`src/rtl/fetch_pkg.sv`:
```
// Shared types and constants for the instruction-fetch sequencer.
// Optional watchdog is enabled by defining FETCH_TIMEOUT_EN.
package fetch_pkg;

    localparam int IMM_W        = 12;
    localparam int XLEN_DEFAULT = 32;

    typedef enum logic [2:0] {
        IDLE,
        FETCH,
        OUT,
        REDIR,
        HALT
    } fetch_state_t;

    function automatic logic is_busy(input fetch_state_t s);
        return (s != IDLE) && (s != HALT);
    endfunction

endpackage

```
`src/rtl/fetch_sequencer_if.sv`:
```
// Bundle of PC-control, instruction-memory and decode-handshake signals.
// master = fetch_sequencer side, slave = surrounding PC / memory / decode.
interface fetch_sequencer_if #(
    parameter int XLEN = fetch_pkg::XLEN_DEFAULT
);
    import fetch_pkg::*;

    logic [XLEN-1:0]  pc_in;
    logic             pc_en;
    logic             pc_jmp;
    logic [IMM_W-1:0] pc_imm12;
    logic             br_req;
    logic [IMM_W-1:0] br_imm12;
    logic             halt_req;
    logic             imem_req;
    logic [XLEN-1:0]  imem_addr;
    logic             imem_ack;
    logic [XLEN-1:0]  imem_rdata;
    logic             instr_valid;
    logic             instr_ready;
    logic [XLEN-1:0]  instr_out;
    logic [XLEN-1:0]  instr_pc;
    logic             busy;
    logic             fetch_err;

    modport master (
        input  pc_in, br_req, br_imm12, halt_req, imem_ack, imem_rdata, instr_ready,
        output pc_en, pc_jmp, pc_imm12, imem_req, imem_addr,
               instr_valid, instr_out, instr_pc, busy, fetch_err
    );

    modport slave (
        output pc_in, br_req, br_imm12, halt_req, imem_ack, imem_rdata, instr_ready,
        input  pc_en, pc_jmp, pc_imm12, imem_req, imem_addr,
               instr_valid, instr_out, instr_pc, busy, fetch_err
    );

endinterface

```
`src/rtl/fetch_watchdog.sv`:
```
// Cycle counter that flags expiry on the TIMEOUT_CYCLES-th enabled cycle.
// Only instantiated when FETCH_TIMEOUT_EN is defined.
module fetch_watchdog #(
    parameter int TIMEOUT_CYCLES = 16
) (
    input  logic clk,
    input  logic reset_n,
    input  logic clear_i,
    input  logic enable_i,
    output logic expire_o
);

    localparam int CNT_W = $clog2(TIMEOUT_CYCLES + 1);

    logic [CNT_W-1:0] count_q, count_d;

    assign expire_o = enable_i && (count_q == CNT_W'(TIMEOUT_CYCLES - 1));

    always_comb begin
        count_d = count_q;
        if (clear_i) begin
            count_d = '0;
        end else if (enable_i && !expire_o) begin
            count_d = count_q + CNT_W'(1);
        end
    end

    always_ff @(posedge clk or negedge reset_n) begin
        if (!reset_n) begin
            count_q <= '0;
        end else begin
            count_q <= count_d;
        end
    end

endmodule

```
`src/rtl/fetch_sequencer.sv`:
```
// Instruction-fetch control FSM: PC strobes, imem req/ack, decode valid/ready,
// branch redirect and halt. Define FETCH_TIMEOUT_EN to build the fetch watchdog.
module fetch_sequencer
    import fetch_pkg::*;
#(
    parameter int XLEN           = XLEN_DEFAULT,
    parameter int TIMEOUT_CYCLES = 16
) (
    input  logic               clk,
    input  logic               reset_n,
    fetch_sequencer_if.master  bus
);

    if (TIMEOUT_CYCLES < 1) begin : g_bad_timeout
        $error("fetch_sequencer: TIMEOUT_CYCLES must be at least 1");
    end

    fetch_state_t     state_q, state_d;
    logic             redir_pend_q, redir_pend_d;
    logic [IMM_W-1:0] imm_q, imm_d;
    logic [XLEN-1:0]  instr_q, instr_d;
    logic [XLEN-1:0]  ipc_q, ipc_d;

    logic pc_en;
    logic pc_jmp;
    logic imem_req;

`ifdef FETCH_TIMEOUT_EN
    logic fetch_err_q, fetch_err_d;
    logic wd_expire;

    // Counter restarts on every new FETCH and whenever the memory answers.
    fetch_watchdog #(
        .TIMEOUT_CYCLES (TIMEOUT_CYCLES)
    ) u_watchdog (
        .clk      (clk),
        .reset_n  (reset_n),
        .clear_i  ((state_q != FETCH) || bus.imem_ack),
        .enable_i (state_q == FETCH),
        .expire_o (wd_expire)
    );
`endif

    // NOTE: every signal written here gets a default first so no path can
    // leave it unassigned; that is what keeps this block free of latches.
    always_comb begin
        state_d      = state_q;
        redir_pend_d = redir_pend_q;
        imm_d        = imm_q;
        instr_d      = instr_q;
        ipc_d        = ipc_q;
        pc_en        = 1'b0;
        pc_jmp       = 1'b0;
        imem_req     = 1'b0;
`ifdef FETCH_TIMEOUT_EN
        fetch_err_d  = fetch_err_q;
`endif

        // A later redirect overwrites an earlier one still pending.
        if (bus.br_req && (state_q != HALT)) begin
            redir_pend_d = 1'b1;
            imm_d        = bus.br_imm12;
        end

        case (state_q)
            IDLE: begin
                state_d = (bus.halt_req && !bus.br_req) ? HALT : FETCH;
            end

            FETCH: begin
                imem_req = 1'b1;
                if (bus.imem_ack) begin
                    // The bus cycle always completes; a redirect just discards the word.
                    if (redir_pend_q || bus.br_req) begin
                        state_d = REDIR;
                    end else begin
                        instr_d = bus.imem_rdata;
                        ipc_d   = bus.pc_in;
                        pc_en   = 1'b1;
                        state_d = OUT;
                    end
                end
`ifdef FETCH_TIMEOUT_EN
                else if (wd_expire) begin
                    fetch_err_d = 1'b1;
                    state_d     = HALT;
                end
`endif
            end

            OUT: begin
                if (bus.br_req) begin
                    state_d = REDIR;
                end else if (bus.instr_ready) begin
                    state_d = bus.halt_req ? HALT : FETCH;
                end
            end

            REDIR: begin
                pc_jmp = 1'b1;
                if (!bus.br_req) begin
                    redir_pend_d = 1'b0;
                end
                state_d = FETCH;
            end

            HALT: begin
                state_d = HALT;
            end

            default: begin
                state_d = IDLE;
            end
        endcase
    end

    // NOTE: state is updated with non-blocking assignments so every register
    // samples the values from before this edge, independent of statement order.
    // NOTE: the instruction and PC holding registers are reset as well, because
    // the decode-facing outputs must read zero while in reset.
    always_ff @(posedge clk or negedge reset_n) begin
        if (!reset_n) begin
            state_q      <= IDLE;
            redir_pend_q <= 1'b0;
            imm_q        <= '0;
            instr_q      <= '0;
            ipc_q        <= '0;
        end else begin
            state_q      <= state_d;
            redir_pend_q <= redir_pend_d;
            imm_q        <= imm_d;
            instr_q      <= instr_d;
            ipc_q        <= ipc_d;
        end
    end

`ifdef FETCH_TIMEOUT_EN
    always_ff @(posedge clk or negedge reset_n) begin
        if (!reset_n) begin
            fetch_err_q <= 1'b0;
        end else begin
            fetch_err_q <= fetch_err_d;
        end
    end

    assign bus.fetch_err = fetch_err_q;
`else
    assign bus.fetch_err = 1'b0;
`endif

    assign bus.pc_en       = pc_en;
    assign bus.pc_jmp      = pc_jmp;
    assign bus.pc_imm12    = pc_jmp ? imm_q : '0;
    assign bus.imem_req    = imem_req;
    assign bus.imem_addr   = imem_req ? bus.pc_in : '0;
    assign bus.instr_valid = (state_q == OUT);
    assign bus.instr_out   = instr_q;
    assign bus.instr_pc    = ipc_q;
    assign bus.busy        = is_busy(state_q);

endmodule

```
`src/flat_wrapper.sv`:
```
// flat-port wrapper written by rule: the top's interface ports become plain ports
module fetch_sequencer_flat import fetch_pkg::*;
#(
    parameter int XLEN           = XLEN_DEFAULT,
    parameter int TIMEOUT_CYCLES = 16
)
  (clk, reset_n, bus_pc_in, bus_br_req, bus_br_imm12, bus_halt_req, bus_imem_ack, bus_imem_rdata, bus_instr_ready, bus_pc_en, bus_pc_jmp, bus_pc_imm12, bus_imem_req, bus_imem_addr, bus_instr_valid, bus_instr_out, bus_instr_pc, bus_busy, bus_fetch_err);
  fetch_sequencer_if #(.XLEN(XLEN)) bus_i ();
  input  logic clk;
  input  logic reset_n;
  input wire logic [$bits(bus_i.pc_in)-1:0] bus_pc_in;
  input wire logic [$bits(bus_i.br_req)-1:0] bus_br_req;
  input wire logic [$bits(bus_i.br_imm12)-1:0] bus_br_imm12;
  input wire logic [$bits(bus_i.halt_req)-1:0] bus_halt_req;
  input wire logic [$bits(bus_i.imem_ack)-1:0] bus_imem_ack;
  input wire logic [$bits(bus_i.imem_rdata)-1:0] bus_imem_rdata;
  input wire logic [$bits(bus_i.instr_ready)-1:0] bus_instr_ready;
  output wire logic [$bits(bus_i.pc_en)-1:0] bus_pc_en;
  output wire logic [$bits(bus_i.pc_jmp)-1:0] bus_pc_jmp;
  output wire logic [$bits(bus_i.pc_imm12)-1:0] bus_pc_imm12;
  output wire logic [$bits(bus_i.imem_req)-1:0] bus_imem_req;
  output wire logic [$bits(bus_i.imem_addr)-1:0] bus_imem_addr;
  output wire logic [$bits(bus_i.instr_valid)-1:0] bus_instr_valid;
  output wire logic [$bits(bus_i.instr_out)-1:0] bus_instr_out;
  output wire logic [$bits(bus_i.instr_pc)-1:0] bus_instr_pc;
  output wire logic [$bits(bus_i.busy)-1:0] bus_busy;
  output wire logic [$bits(bus_i.fetch_err)-1:0] bus_fetch_err;
  assign bus_i.pc_in = bus_pc_in;
  assign bus_i.br_req = bus_br_req;
  assign bus_i.br_imm12 = bus_br_imm12;
  assign bus_i.halt_req = bus_halt_req;
  assign bus_i.imem_ack = bus_imem_ack;
  assign bus_i.imem_rdata = bus_imem_rdata;
  assign bus_i.instr_ready = bus_instr_ready;
  assign bus_pc_en = bus_i.pc_en;
  assign bus_pc_jmp = bus_i.pc_jmp;
  assign bus_pc_imm12 = bus_i.pc_imm12;
  assign bus_imem_req = bus_i.imem_req;
  assign bus_imem_addr = bus_i.imem_addr;
  assign bus_instr_valid = bus_i.instr_valid;
  assign bus_instr_out = bus_i.instr_out;
  assign bus_instr_pc = bus_i.instr_pc;
  assign bus_busy = bus_i.busy;
  assign bus_fetch_err = bus_i.fetch_err;
  fetch_sequencer #(.XLEN(XLEN), .TIMEOUT_CYCLES(TIMEOUT_CYCLES)) u_core (.clk(clk), .reset_n(reset_n), .bus(bus_i));
endmodule
```
`config.mk`:
```
export PLATFORM = sky130hd
export DESIGN_NAME = fetch_sequencer_flat
export DESIGN_NICKNAME = d
export VERILOG_FILES = /design/src/rtl/fetch_pkg.sv /design/src/rtl/fetch_sequencer_if.sv /design/src/rtl/fetch_watchdog.sv /design/src/rtl/fetch_sequencer.sv /design/src/flat_wrapper.sv
export SDC_FILE = /design/constraint.sdc
export NUM_CORES = 1
export LEC_CHECK = 0
export BUFFER_PORTS_ARGS = -buffer_cell sky130_fd_sc_hd__buf_2
export CAP_MARGIN = 5
export CORE_AREA = 5 5 106 83
export CTS_CLUSTER_SIZE = 8
export DETAILED_ROUTE_END_ITERATION = 8
export DIE_AREA = 0 0 111 88
export PLACE_DENSITY_LB_ADDON = 0.2
export SYNTH_ARGS = -nofsm -noshare
export SYNTH_HDL_FRONTEND = slang
export SYNTH_SLANG_ARGS = --single-unit
```
`constraint.sdc`:
```
create_clock -name clk -period 2.71 [get_ports clk]
set_input_delay 0.4065 -clock clk [delete_from_list [all_inputs] [get_ports clk]]
set_output_delay 0.4065 -clock clk [all_outputs]
set_load 0.01 [all_outputs]
```
After elaboration in Yosys (flattened, before gate mapping)
Cells that the tools add are included.
- $add $sub $neg: 0
- multiply operators: 0
- divide/modulo/power cells: 0
- order comparisons: 0
- equal/unequal tests: 7
- shift operators: 0
- muxes and demuxes: 17
- bitwise gates (word level): 1
- reduce and logical (&&, ||, !) cells: 9
- operator list (operator ; count):
    two-way mux 32 bit ; 1
    two-way mux 3 bit ; 5
    case mux 3 bit (5 select lines) ; 1
    two-way mux 12 bit ; 1
    two-way mux 1 bit ; 9
    equality test 3 x 2 -> 1 bit (second input constant) ; 2
    != test 3 bit (second input constant) ; 2
    equality test 3 x 1 -> 1 bit (second input constant) ; 1
    equality test 3 bit (second input constant) ; 1
    logical AND 1 bit ; 3
    logical NOT 3 bit ; 1
    AND reduction 3 bit ; 1
    nonzero test 3 bit ; 1
    != test 2 bit (second input constant) ; 1
    AND reduction 2 bit ; 1
    logical NOT 1 bit ; 1
    logical OR 1 bit ; 1
    inverter 1 bit ; 1
- register bits after elaboration: 80
- bits in latches: 0
- bits in writable memories: 0
- ROM bits: 0
- input bits: 82
- output and inout port bits: 114
- word-level logic and storage cells: 39
- memories: 0

Logic depth before layout (Yosys ltp)
Gate-level depths: netlist of the first run.
- depth in word-level cells: 5
- gate-level depth with buffers: 5
- depth with buffers taken out: 3

Worst setup path before layout of the first run
Ideal clock, no wire load.
- kind: register to output
- from: register u_core.state_q[1]
- to: output bus_pc_en
- arrival time: 1.489 ns
- setup slack: 0.815 ns
- cell stages (with the launch flop): 6
- buffers on the path: 2
- cell sequence: dfrtp_1 -> or3b_1 -> or3_1 -> buf_6 -> buf_6 -> inv_1
- word-level cells in the longest chain between the ends: 2
- ends and longest elaborated chain (item ; RTL line ; RTL):
    from (decl) ; fetch_sequencer.sv:18 ; fetch_state_t state_q, state_d;
    from (signal assigned) ; fetch_sequencer.sv:129 ; state_q <= state_d;
    equality test 3 x 1 -> 1 bit ; fetch_sequencer.sv:65 ; case (state_q)
    two-way mux 1 bit ; fetch_sequencer.sv:65 ;
    to (decl) ; flat_wrapper.sv:18 ; output wire logic [$bits(bus_i.pc_en)-1:0] bus_pc_en;
Every way passes these cells.

Worst setup path after layout of the first run
Same ends and word-level chain as after synthesis.

==> results of run 1 <==
[critical path, delay by kind of cell, from the launching register on]
family	cells	cell delay, ns
and+or+nand+nor	2	1.05
DFF	1	0.44
buffers and inverters	2	0.24
[where the power goes]
| part | internal (W) | leakage, nW | switching (W) |
|---|---|---|---|
| sequential | 0.00166 | 0.983 | 0.000241 |
| clock | 0.000328 | 0.0858 | 0.000424 |
| combinational | 0.00104 | 1.64 | 0.000820 |
[cell families after synthesis]
logic type | Yosys count | synth area share
flip-flops | 80 | 0.564
AND/OR/NAND/NOR | 57 | 0.0963
AO/OA/AOI/OAI | 7 | 0.0130
multiplexers | 76 | 0.293
other | 1 | 0.00106
buffers and inverters | 17 | 0.0324
[how the worst min path moves through the flow]
| stage | slack [ns] | depth (start not counted) | endpoint |
|---|---|---|---|
| floorplan | 0.11 | 0 | u_core.bus.instr_out[0] |
| global placement | 0.40 | 1 | u_core.imm_q[8] |
| detailed placement | 0.40 | 1 | u_core.imm_q[8] |
| CTS | 0.02 | 1 | u_core.imm_q[8] |
| global route | 0.04 | 1 | u_core.imm_q[8] |
| finish | 0.02 | 1 | u_core.imm_q[8] |
[metrics by stage]
| step | total power, W | worst slack [ns] | area (um^2) |
|---|---|---|---|
| 6_report | 0.00451 | 0.204 | 4780 |
| 5_1_grt | 0.00481 | 0.107 | 4780 |
| 4_1_cts | 0.00458 | 0.184 | 4780 |
| 3_5_place_dp | 0.00380 | 0.448 | 4620 |
| 3_3_place_gp | 0.00377 | 0.509 | 4620 |
| 2_1_floorplan | 0.00297 | 0.815 | 3550 |
[layout by cell type (no fill, tap or decap), types with 2 or more instances in the layout]
cell / synthesis / layout
buf_4: 1 / 3
nand2_1: 3 / 3
mux2_4: 49 / 49
mux2_1: 5 / 5
clkbuf_8: 0 / 9
mux2_2: 22 / 22
inv_1: 4 / 4
nor2_1: 3 / 2
nand2b_1: 2 / 2
and2_1: 44 / 44
clkinv_2: 0 / 4
dfrtp_1: 80 / 80
buf_2: 2 / 193
buf_12: 0 / 2
[Yosys cell counts (2+ instances only)]
| cell type | count | area share |
|---|---|---|
| dfrtp_1 | 80 | 0.56 |
| nor2_1 | 3 | 0.0032 |
| inv_1 | 4 | 0.0042 |
| buf_2 | 2 | 0.0028 |
| buf_6 | 6 | 0.019 |
| nand2_1 | 3 | 0.0032 |
| mux2_2 | 22 | 0.070 |
| mux2_1 | 5 | 0.016 |
| mux2_4 | 49 | 0.21 |
| clkbuf_1 | 4 | 0.0042 |
| nand2b_1 | 2 | 0.0035 |
| and2_1 | 44 | 0.078 |
[cell type report]
class                           count  area [um^2]  share of cell area
Sequential cell                    80         2000               0.419
Tap cell                          105          131              0.0275
Multi-Input combinational cell    141         1440               0.301
Inverter                            4         15.0             0.00314
Clock inverter                      6         36.3             0.00759
Timing Repair Buffer              198         1030               0.215
Clock buffer                       10          128              0.0267
[flip-flops by register name, summed over array words and instances (netlist names)]
signal / cells
u_core.state_q: 3
u_core.bus.instr_pc: 32
u_core.imm_q: 12
u_core.redir_pend_q: 1
u_core.bus.instr_out: 32
[routing by layer]
metal,up-vias,track usage,routed length [um]
li1,1192,-,-
met1,1241,0.215,3610
met2,111,0.280,4060
met3,7,0.0698,730
met4,0,0.0515,63
met5,-,0,0
==> impl_metrics.yaml, run 1 <==
outcome:
  status: "complete, no violations"
critical_path:
  endpoint_kind: "output port"
  crit_end: "bus_pc_en"
  worstReg2RegStart: "u_core.state_q[1]"
  slowest_stage: "or3_4"
  required_ns: 2.30
  path_max_fanout: 39
  r2r_cells: 4
  start_kind: "flip-flop"
  cp-startpoint: "u_core.state_q[1]"
  path_cells: "or3b_1 > or3_4 > inv_1 > buf_2"
  cp_data_arrival_time_ns: 2.10
  max_stage_delay_ns: 0.63
  timing.rr.end: "u_core.bus.instr_out[9]"
  ff2ff_setup_slack_ns: 0.49
  crit_type: "reg -> out"
clock_network:
  cts_resized: 0
  cts-hold-fix-buffers: 0
  cts_made_buffers: 9
  clockBufferDepth: 2
  cts_tree: "built"
  cts.clk_slew.worst_paths_ns: 0.08
  cts-htree-levels: 3
  insertion_delay_ns: 0.34
  postCtsSetupBuffers: 0
  cts_sinks: 80
  clockRootBuffer: "clkbuf_8"
global_route:
  grt_pass1_vias: 2644
  grt_max_degree: 45
  antenna_found_initial: 0
  track_usage: 0.172
  grt_pass1_wl_um: 13200
  gr-total-overflow: 0
timing:
  setup_viol: 0
  finalSetupTns_ns: 0
  slew_violations: 0
  fmax_mhz: 399
  worst_pin_slew_ns: 0.724
  holdWs_ns: 0.0195
  fin_worst_skew_ns: 0.00691
  hold_viol_final: 0
  rsz0062_at_grt: "no"
  layout_min_cycle_time_ns: 2.51
  slew_headroom: 0.517
  period_share: 0.925
cells_and_area:
  layout.cells.non_filler: 544
  diodes: 0
  drive_gt1_frac: 0.654
  area_growth_syn_to_layout_pct: 34.7
  fin_nets: 516
  final_core_util: 0.623
  fill_cells: 637
yosys:
  synthFlopType: "dfrtp_1"
  ys_ff_latch: 80
  syn_nets: 320
  synthArstFlopShare: 1.00
  avgSynthCellArea_um2: 14.9
  yosys_warnings: 0
  synth_cells: 238
  netlist_area_mm2: 0.00355
  synth-seq-area-share: 0.564
  synth_edf_count: 0
  synthDistinctLibCells: 26
floorplanning:
  core_area_mm2: 0.00767
  io_pins: 196
  dieArea_mm2: 0.00977
  rows: 28
  start_util: 0.462
  fp.dieH_um: 88
  die_x_um: 111
power_and_ir_drop:
  ir_drop_mv: 0.405
  power_density_mw_per_mm2: 943
  power_leakage_nw: 2.71
placed_design:
  routabilityCongestion: 0.843
  dp_cells: 528
  dp_hpwl_um: 6310
  port-buffer-count: 194
route:
  vias: 2551
  drt_pass1_iterations: 4
  via_per_inst: 4.69
  detail_route.wl_per_cell_um: 15.6
  drtAntennaViolNets: 0
  drc: 0
  drt_wl_total_um: 8470
  drtIter0Drc: 128
job:
  cap_violations: 0
min_path:
  hp-class: "in -> async"
Note: power is estimated with default switching activity, not from simulation.
==> run 2, diff against run 1 <==
Settings changed: ABC_AREA set to 1, CORE_AREA 5 5 106 83 to 5 5 105 82, DIE_AREA 0 0 111 88 to 0 0 110 87.
==> run 2 against run 1 <==
  * Combinational power decreased by 3%
  * Global-route usage up 1.6 points
  * Hold slack improved by 0.20 ns
==> impl_metrics.yaml, run 2 <==
yosys:
  synth_common_cells: "141 x nand2_1, 80 x dfrtp_1, 61 x nor2_1"
  synth_top_area_share: 0.584
  synthArstFlopShare: 1.00
  yosysTopAreaCell: "dfrtp_1"
  synth_edf_count: 0
  synth-seq-area-share: 0.584
  synthDistinctLibCells: 20
  ys_ff_latch: 80
  synth_cells: 417
  yosys_warnings: 0
  yosysMostFrequentCell: "nand2_1"
  synthFlopType: "dfrtp_1"
  avgSynthCellArea_um2: 8.22
  syn_nets: 499
  netlist_area_mm2: 0.00343
  ys_top_cells_by_area: "dfrtp_1 58%, nand2_1 15%, nor2_1 6.7%, inv_1 5.9%, o21ai_0 3.5%"
power_and_ir_drop:
  power.share.switching: 0.387
  ir_drop_mv: 0.442
  power_w: 0.00443
  p_comb_frac: 0.406
  power_leakage_nw: 2.93
  power_density_mw_per_mm2: 962
  p_clk_frac: 0.189
  internal_power_w: 0.00272
  p_seq_frac: 0.405
  p_sw_w: 0.00171
timing:
  layout_min_cycle_time_ns: 2.09
  worst_slack_ns: 0.623
  worst_pin_slew_ns: 0.989
  rsz0062_at_grt: "no"
  fin_worst_skew_ns: 0.00984
  fmax_mhz: 479
  hold_viol_final: 0
  holdWs_ns: 0.222
  slew_headroom: 0.341
  period_share: 0.770
  setup_viol: 0
  slew_violations: 0
  finalSetupTns_ns: 0
cells_and_area:
  mostFrequentLayoutCell: "buf_2"
  area_growth_syn_to_layout_pct: 34.6
  register_area_mm2: 0.00200
  fill_cells: 749
  fin_nets: 687
  drive_gt1_frac: 0.361
  layout.cells.non_filler: 715
  mostFrequentLayoutCells: "193 x buf_2, 141 x nand2_1, 80 x dfrtp_1"
  diodes: 0
  multiInputGateArea_mm2: 0.00108
floorplanning:
  start_util: 0.451
  dieArea_mm2: 0.00957
  die_x_um: 110
  core_area_mm2: 0.00760
  io_pins: 196
  fp.dieH_um: 87
  rows: 28
critical_path:
  cp_data_arrival_time_ns: 1.68
  start_kind: "flip-flop"
  required_ns: 2.30
  path_max_fanout: 34
  endpoint_kind: "output port"
  crit_type: "reg -> out"
route:
  drt_wl_total_um: 8900
  drtAntennaViolNets: 0
  drtIter0Drc: 147
  drc: 0
  via_per_inst: 4.44
  drt_pass1_iterations: 4
  detail_route.wl_per_cell_um: 12.4
  vias: 3177
min_path:
  hp-class: "in -> async"
clock_network:
  cts-htree-levels: 3
  cts_tree: "built"
  cts_made_buffers: 9
  cts_sinks: 80
  clockBufferDepth: 2
  clockRootBuffer: "clkbuf_8"
  insertion_delay_ns: 0.34
  cts.clk_slew.worst_paths_ns: 0.08
  cts_resized: 0
  postCtsSetupBuffers: 0
  cts-hold-fix-buffers: 0
outcome:
  status: "complete, no violations"
global_route:
  grt_max_degree: 81
  track_usage: 0.188
  grt_pass1_wl_um: 14200
  grt_pass1_vias: 3199
  antenna_found_initial: 0
  gr-total-overflow: 0
placed_design:
  routabilityCongestion: 0.797
  dp_cells: 699
  port-buffer-count: 194
  dp_hpwl_um: 6650
  post-place-ws_ns: 0.788
job:
  cap_violations: 0
## run 2: layout make-up
class                           instances  area share
Inverter                               57      0.0464
Timing Repair Buffer                  197       0.216
Clock inverter                          4      0.0119
Sequential cell                        80       0.434
Multi-Input combinational cell        260       0.233
Tap cell                              105      0.0285
Clock buffer                           12      0.0293
## run 2: routing by layer
metal | vias up | GRT usage | wire, um
met1 | 1435 | 0.238 | 3840
met4 | 0 | 0.0306 | 42
li1 | 1611 | - | -
met3 | 4 | 0.0682 | 881
met5 | - | 0 | 0
met2 | 127 | 0.314 | 4140
## run 2: worst max-delay path: stages, from the launching register on
cell and delay (ns):
dfrtp_1 0.45, nor2_4 0.17, nand2_2 0.07, inv_2 0.07, nand2_4 0.18, inv_2 0.24, buf_2 0.17
## run 2: per-stage QoR
stage / utilization / cell area (um^2)
after floorplan: - / 3430
after global placement: 0.581 / 4420
after detailed placement: 0.581 / 4420
after CTS: 0.606 / 4610
after global routing: 0.606 / 4610
final: 0.606 / 4610
## run 2: kinds of logic (layout without fill, tap and decap cells)
kind of cell / Yosys count / after routing / synth area share
compound gates: 46 / 46 / 0.0716
other cells: 1 / 1 / 0.00109
simple gates: 213 / 213 / 0.241
buf+inv: 77 / 270 / 0.102
flops: 80 / 80 / 0.584
## run 2: power by group through the flow
stage | Clock (W) | Combinational, W | Sequential (W)
3_3_place_gp | 0 | 0.00179 | 0.00181
6_report | 0.000837 | 0.00180 | 0.00179
4_1_cts | 0.000871 | 0.00184 | 0.00179
5_1_grt | 0.000928 | 0.00203 | 0.00184
2_1_floorplan | 0 | 0.000824 | 0.00196
3_5_place_dp | 0 | 0.00184 | 0.00181
## run 2: worst paths after layout
path / start / endpoint / slack (ns) / depth (start not counted)
setup / recovery: u_core.state_q[2] / bus_pc_en / 0.62 / 6
hold / removal: reset_n / u_core.bus.instr_pc[6] / 0.22 / 1
setup reg to reg: u_core.state_q[1] / u_core.bus.instr_pc[23] / 0.90 / 6
hold reg to reg: u_core.bus.instr_out[16] / u_core.bus.instr_out[16] / 0.48 / 2
max in group asynchronous: reset_n / u_core.imm_q[10] / 1.84 / 1
min in group clk: bus_imem_rdata[25] / u_core.bus.instr_out[25] / 0.26 / 3
